[src/rtl/regfile_pkg.sv]
// Shared types and helpers for the clearable register file.
// Optional write-first read bypass is selected with REGFILE_BYPASS_EN.
package regfile_pkg;

  typedef enum logic {
    RF_CLEAR = 1'b0,
    RF_READY = 1'b1
  } rf_state_e;

  function automatic int rf_clog2(input int value);
    int r;
    int v;
    r = 0;
    v = value - 1;
    while (v > 0) begin
      r++;
      v = v >> 1;
    end
    return r;
  endfunction

  // A single-entry file still needs a one-bit select.
  function automatic int rf_sel_width(input int depth);
    return (rf_clog2(depth) < 1) ? 1 : rf_clog2(depth);
  endfunction

endpackage

[src/rtl/regfile_rdport.sv]
// One combinational read port: range check, clear masking and optional write bypass.
// REGFILE_BYPASS_EN selects write-first behaviour; otherwise the port is read-first.
module regfile_rdport #(
  parameter int WIDTH = 6,
  parameter int DEPTH = 8,
  parameter int AW    = 3
) (
  input  logic             active,
  input  logic [AW-1:0]    sel,
  input  logic [WIDTH-1:0] mem [DEPTH],
  input  logic             byp_en,
  input  logic [AW-1:0]    byp_sel,
  input  logic [WIDTH-1:0] byp_data,
  output logic [WIDTH-1:0] data
);

  logic in_range;

  if (DEPTH == (1 << AW)) begin : g_full
    assign in_range = 1'b1;
  end else begin : g_part
    localparam logic [AW:0] DEPTH_V = (AW+1)'(DEPTH);
    assign in_range = ({1'b0, sel} < DEPTH_V);
  end

  always_comb begin
    data = '0;
    if (active && in_range) begin
`ifdef REGFILE_BYPASS_EN
      if (byp_en && (byp_sel == sel)) begin
        data = byp_data;
      end else begin
        data = mem[sel];
      end
`else
      data = mem[sel];
`endif
    end
  end

`ifndef REGFILE_BYPASS_EN
  logic unused_byp;
  assign unused_byp = ^{byp_en, byp_sel, byp_data};
`endif

endmodule

[src/rtl/regfile_clr.sv]
// Register file that self-clears by a one-entry-per-cycle sweep after reset or on request.
// REGFILE_BYPASS_EN (see regfile_rdport) makes reads of the entry being written return new data.
module regfile_clr
  import regfile_pkg::*;
#(
  parameter  int WIDTH = 6,
  parameter  int DEPTH = 8,
  parameter  int NRD   = 2,
  localparam int AW    = rf_sel_width(DEPTH)
) (
  input  logic               clk,
  input  logic               rst_n,
  input  logic               clr_req,
  input  logic [NRD*AW-1:0]  rd_sel,
  output logic [NRD*WIDTH-1:0] rd_data,
  input  logic [AW-1:0]      rw_sel,
  input  logic [WIDTH-1:0]   wd,
  input  logic               we,
  output logic               ready,
  output logic               wr_drop
);

  // cnt carries one spare bit so DEPTH=256 has an unambiguous last index.
  localparam logic [AW:0] CNT_LAST = (AW+1)'(DEPTH - 1);
  localparam logic [AW:0] CNT_ONE  = {{AW{1'b0}}, 1'b1};

  rf_state_e        state, state_nxt;
  logic [AW:0]      cnt, cnt_nxt;
  logic             wr_in_range;
  logic             wr_accept;
  logic             drop_now;
  logic             sweep;
  logic [WIDTH-1:0] mem [DEPTH];

  if (DEPTH == (1 << AW)) begin : g_wr_full
    assign wr_in_range = 1'b1;
  end else begin : g_wr_part
    localparam logic [AW:0] DEPTH_V = (AW+1)'(DEPTH);
    assign wr_in_range = ({1'b0, rw_sel} < DEPTH_V);
  end

  always_ff @(posedge clk or negedge rst_n) begin
    if (!rst_n) begin
      state   <= RF_CLEAR;
      cnt     <= '0;
      wr_drop <= 1'b0;
    end else begin
      state   <= state_nxt;
      cnt     <= cnt_nxt;
      wr_drop <= drop_now;
    end
  end

  // Clear requests arriving mid-sweep are ignored so the sweep always completes.
  always_comb begin
    state_nxt = state;
    cnt_nxt   = cnt;
    case (state)
      RF_CLEAR: begin
        if (cnt == CNT_LAST) begin
          state_nxt = RF_READY;
          cnt_nxt   = '0;
        end else begin
          cnt_nxt = cnt + CNT_ONE;
        end
      end
      RF_READY: begin
        if (clr_req) begin
          state_nxt = RF_CLEAR;
          cnt_nxt   = '0;
        end
      end
      default: begin
        state_nxt = RF_CLEAR;
        cnt_nxt   = '0;
      end
    endcase
  end

  always_comb begin
    ready     = (state == RF_READY);
    sweep     = (state == RF_CLEAR);
    wr_accept = ready && !clr_req && we && wr_in_range;
    drop_now  = we && !wr_accept;
  end

  // Storage has no reset; the sweep is the only thing that zeroes it.
  always_ff @(posedge clk) begin
    if (sweep) begin
      mem[cnt[AW-1:0]] <= '0;
    end else if (wr_accept) begin
      mem[rw_sel] <= wd;
    end
  end

  for (genvar k = 0; k < NRD; k++) begin : g_rd
    regfile_rdport #(
      .WIDTH (WIDTH),
      .DEPTH (DEPTH),
      .AW    (AW)
    ) u_rdport (
      .active   (ready),
      .sel      (rd_sel[k*AW +: AW]),
      .mem      (mem),
      .byp_en   (wr_accept),
      .byp_sel  (rw_sel),
      .byp_data (wd),
      .data     (rd_data[k*WIDTH +: WIDTH])
    );
  end

endmodule

[config.mk]
export PLATFORM = sky130hd
export DESIGN_NAME = regfile_clr
export DESIGN_NICKNAME = d
export VERILOG_FILES = /design/src/rtl/regfile_pkg.sv /design/src/rtl/regfile_rdport.sv /design/src/rtl/regfile_clr.sv
export SDC_FILE = /design/constraint.sdc
export NUM_CORES = 1
export LEC_CHECK = 0
export CORE_ASPECT_RATIO = 1.1
export CORE_UTILIZATION = 50
export CTS_BUF_LIST = sky130_fd_sc_hd__clkbuf_8
export DETAILED_ROUTE_END_ITERATION = 7
export PLACE_DENSITY = 0.74
export SLEW_MARGIN = 20
export SYNTH_ARGS = -nofsm -noshare
export SYNTH_HDL_FRONTEND = slang
export SYNTH_SLANG_ARGS = --single-unit
[constraint.sdc]
create_clock -name clk -period 2.42 [get_ports clk]
set_input_delay 0.363 -clock clk [delete_from_list [all_inputs] [get_ports clk]]
set_output_delay 0.363 -clock clk [all_outputs]
set_load 0.05 [all_outputs]
# --- After elaboration in Yosys (flattened, before gate mapping) ---
# Index checks and enable logic that the tools add are counted.
# W data, S select, Z words.
word_totals:
  regBits: 54
  input_bits: 19
  output_inout_bits: 14
  wordCells: 56
op_classes:
  n_addsub: 1
  n_lt_le_gt_ge: 6
  n_eq_ne: 3
  n_mux: 21
  n_bitwise: 7
  reduce_logical: 7
ops:
  columns: ["op", "count"]
  rows:
  - ["$mux W48", 2]
  - ["$and A48 B48 Y48", 1]
  - ["$bwmux W48", 1]
  - ["$mux W6", 8]
  - ["$not A48 Y48", 1]
  - ["$bmux W6 S3", 2]
  - ["$demux W6 S3", 2]
  - ["$ge A4 B4 Y1 const B", 4]
  - ["$not A3 Y4", 4]
  - ["$lt A4 B1 Y1 const B", 2]
  - ["$mux W4", 2]
  - ["$pmux W4 S2", 1]
  - ["$logic_and A1 B1 Y1", 5]
  - ["$add A4 B1 Y4 const B", 1]
  - ["$eq A4 B3 Y1 const B", 1]
  - ["$logic_not A1 Y1", 2]
  - ["$mux W1", 2]
  - ["$ne A2 B1 Y1 const B", 1]
  - ["$ne A2 B2 Y1 const B", 1]
  - ["$pmux W1 S2", 1]
  - ["$not A1 Y1", 1]

# --- Longest topological paths before layout ---
logic_depth:
  word_depth: 8
  mapped_depth: 5
  ltp_nobuf: 4

# --- Modules after synthesis ---
# From an unflattened synthesis, not the netlist that was laid out.
unflattened:
  cells_unflattened: 246
  hier_area_um2: 3299.4
modules_own_cells:
  columns: ["module", "instances", "cells_per_inst", "area_per_inst_um2", "seq_area_each_um2"]
  rows:
  - ["regfile_clr", 1, 190, 2513.7, 1591.5]
  - ["regfile_rdport", 2, 28, 392.9, 0.0]

# --- Worst setup path after synthesis ---
# OpenSTA, ideal clock, no wires.
synth_timing:
  kind: "register -> output"
  start: "reg state (netlist: ready)"
  end: "out rd_data[0]"
  arrival_ns: 1.916
  slack_ns: 0.141
  path_stages_with_launch: 5
  path_cell_list: "dfrtp_1 buf_2 inv_1 clkbuf_1 nor2_1"
synth_between:
  elab_chain_cells: 1
synth_rtl:
  columns: ["element", "line_no", "source"]
  rows:
  - ["start, declared", "regfile_clr.sv:27", "rf_state_e state, state_nxt;"]
  - ["start signal, assigned", "regfile_clr.sv:48", "state <= state_nxt;"]
  - ["$mux W6", "regfile_rdport.sv:28", "if (active && in_range) begin"]
  - ["end, declared", "regfile_clr.sv:15", "output logic [NRD*WIDTH-1:0] rd_data,"]
# No other way between the ends.

# --- Final worst setup path ---
layout_timing:
  start: "in rd_sel[2]"
  end: "out rd_data[5]"
layout_between:
  elab_chain_cells: 5
layout_rtl:
  columns: ["element", "line_no", "source"]
  rows:
  - ["start, declared", "regfile_clr.sv:14", "input logic [NRD*AW-1:0] rd_sel,"]
  - ["$not A3 Y4 (not written as such)", "regfile_rdport.sv:36", "data = mem[sel];"]
  - ["$bmux W6 S3", "regfile_rdport.sv:36", null]
  - ["$mux W6 (not written as such) (2 in series)", "regfile_rdport.sv:36", null]
  - ["$mux W6", "regfile_rdport.sv:28", null]
# No other way between the ends. The select of a mux whose other input is x is not followed.

==> results.md <==
* Most common cell in the netlist: edfxtp_1
* Post-Syn Area at 3300 sq um
* Min cycle time layout at 2.25 ns
* P_leak at 0.00161 uW
* Count of final hold-check violations at 0
* Async set-or-reset flop fraction in the synthesized netlist at 11.1%
* Clk_skew at 0.00761 ns
* Non-filler instance count after layout at 361
* Startpoint class of the critical path: primary input
* DRC at 0
* First-pass GRT wire length at 13,200 microns
* Chip height at 87.2 microns
* Worst R2R Setup Slack at 0.72 ns
* Status: complete, no violations
* Clock Power Share at 14.1%
* Combinational power share at 40.5%
* Top-area cell type share of the netlist area at 43.7%
* Syn nets at 262
* Core Region at 6270 sq um
* CTS H-tree depth at 2
* EDFF count, synth at 48
* Clock latency on the worst-skew pair at 0.31 ns
* Relative slew slack at 46.4%
* DR vias at 2,463
* Nets at 300
* Clock Pin Slew Worst Setup and Hold Paths at 0.10 ns
* Endpoints failing setup at 0
* GRT overflow at 0
* Critical path arrival at 1.88 ns
* Drt initial violations at 279
* Max cap viols at 0
* I/O Buffers at 32
* Critical-path maximum fanout at 2
* P_int at 2700 uW
* Worst Path Required at 2.06 ns
* R2R depth at 3
* Sink Count at 54
* Largest net degree at the start of global routing at 23
* N_diodes at 0
* Post-CTS Setup Bufs at 0
* Hold-fix buffers at CTS at 0
* Gpl congestion at 0.815
* Clk buf depth at 2
* Yosys cell types at 27
* Die Width at 79.4 microns
* DP Area at 3740 sq um
* Detailed Route WL at 8510 microns
* Final Cycle Share at 92.8%
* Final ANT Viol Nets at 0
* Seq pwr share at 45.5%
* CTS tree: built
* Fin util at 62.0%
* Dpl cells at 351
* Synth top cells by count: 48 x edfxtp_1, 43 x a22o_1, 24 x mux4_1, 15 x nor2_1
* # rows at 30
* Fin. max-slew vios at 0
* Hold/Removal Path Class: primary input to async pin
* Worst Slack Setup Final at 0.174 ns
* Area leader, netlist: edfxtp_1
* Starting Density at 52.6%
* Pre-CTS setup slack at -0.0166 ns
* Power Density at 1110 nW/um^2
* Synthesized instance count at 242
* #FFs+latches synth at 54
* Slew @ Worst Pin at 0.800 ns
* Top cells by area, synth: edfxtp_1 44%, mux4_1 19%, a22o_1 11%, dfrtp_1 4.6%, mux2i_1 3.6%
* RSZ-0062 raised after global routing: false
* Antenna violations before repair at 0
* Post-synthesis sequential area ratio at 48.3%
* Sw frac at 37.7%
* Share of cells above drive strength 1 at 19.2%
* Final instance area at 3890 sq um
* Fmax at 445 MHz
* CTS root buffer: clkbuf_8
* Setup CP Type: primary input to output pin
* Routed wire per std cell at 23.6 microns
* Area Overhead vs Synth at 17.9%
* First drt pass iteration count at 5
* RR Startpoint: ready
* Vias in the first global route at 2,364
* Most used DFF post-synth: edfxtp_1
* Cts bufs inserted at 5
* Drt via density at 6.82
* Ports at 33
* Detailed Place HPWL at 6070 microns
* Yosys warnings at 0
* RR Endpoint: mem[30]
* NetSw at 1630 uW
* All-Layer GR Usage at 25.7%
* Die ar. at 6920 sq um
* Post-Syn Area per Cell at 13.6 sq um
* CP Capture Type: output pin
* Maximum VDD drop at 841 uV
==> flip-flops by register name, indices dropped and copies added, names as in the netlist <==
register / cells
mem: 48
wr_drop: 1
cnt: 4
ready: 1
==> critical path, cell delays in order <==
cell             delay (ns)
clkdlybuf4s50_1        0.51
mux4_1                 0.58
mux2i_1                0.17
nor2_1                 0.08
buf_6                  0.18
==> layout by cell type, fill, tap and decap left out <==
master,count
a21oi_1,4
mux2i_1,12
dfrtp_1,6
nor3_1,2
nor3b_2,3
o41ai_1,1
o21a_1,1
bufinv_16,1
dlymetal6s2s_1,2
clkdlybuf4s50_1,17
and2_1,7
clkbuf_8,5
o31a_1,2
a31oi_1,4
ha_1,1
nand2b_1,2
clkbuf_16,2
buf_6,3
buf_4,28
a22o_1,43
mux4_2,9
and3b_1,2
nand3b_1,2
inv_1,9
clkinvlp_4,1
nand2_1,14
buf_12,2
o31ai_1,1
edfxtp_1,48
o21ai_0,14
nor2_1,15
mux4_1,15
nand3_1,2
o2bb2ai_1,1
==> stage by stage <==
step	power, uW	TNS (ns)	hold WS [ns]
4_1_cts	4270	0	0.304
3_3_place_gp	3580	0	0.491
2_1_floorplan	3050	0	0.0674
5_1_grt	4530	0	0.317
3_5_place_dp	3670	-0.0519	0.500
6_report	4330	0	0.291
==> per-layer routing <==
layer	GRT usage (%)	share of wire, %	up-vias
met5	0	0	-
met4	8.43	2.6	0
met3	3.35	7.6	16
met2	41.6	48	157
met1	36.0	41	1225
li1	-	-	1065
==> cell type report <==
cell class,instances,area [sq um]
clock buffer,5,68.8
clock inverter,3,41.3
fill,474,2380
inverter,8,30.0
multi-input combinational,157,1530
sequential,54,1590
tap,80,100
timing repair buffer,54,529
==> power by group through the flow <==
stage	Clock (uW)	Combinational [uW]	Sequential, uW
after floorplan	0	1280	1770
after global placement	0	1650	1940
after detailed placement	0	1710	1960
after CTS	604	1720	1950
after global routing	636	1890	2010
final	610	1750	1970
==> kinds of logic after synthesis <==
| group | share of synthesized area, % |
|---|---|
| adders and majority gates | 0.379 |
| muxes | 22.8 |
| AOI/OAI and AO/OA | 16.4 |
| buffers and inverters | 4.40 |
| and+or+nand+nor | 7.74 |
| DFF | 48.3 |
==> repair_timing <==
item	in CTS	in global routing
setup endpoints to repair	4	9
gates cloned	0	2
pin swaps	0	0
resized for setup	5	9
==> worst max path at each step <==
stage | from | end | slack, ns | cells after the start
after global routing | rd_sel[5] | rd_data[10] | 0.12 | 6
after global placement | rd_sel[1] | rd_data[1] | 0.001 | 6
final | rd_sel[2] | rd_data[5] | 0.17 | 5
after floorplan | ready | rd_data[0] | 0.14 | 4
after CTS | rd_sel[1] | rd_data[3] | 0.002 | 6
after detailed placement | rd_sel[1] | rd_data[2] | -0.02 | 6
Note: power is estimated with default switching activity, not from simulation.
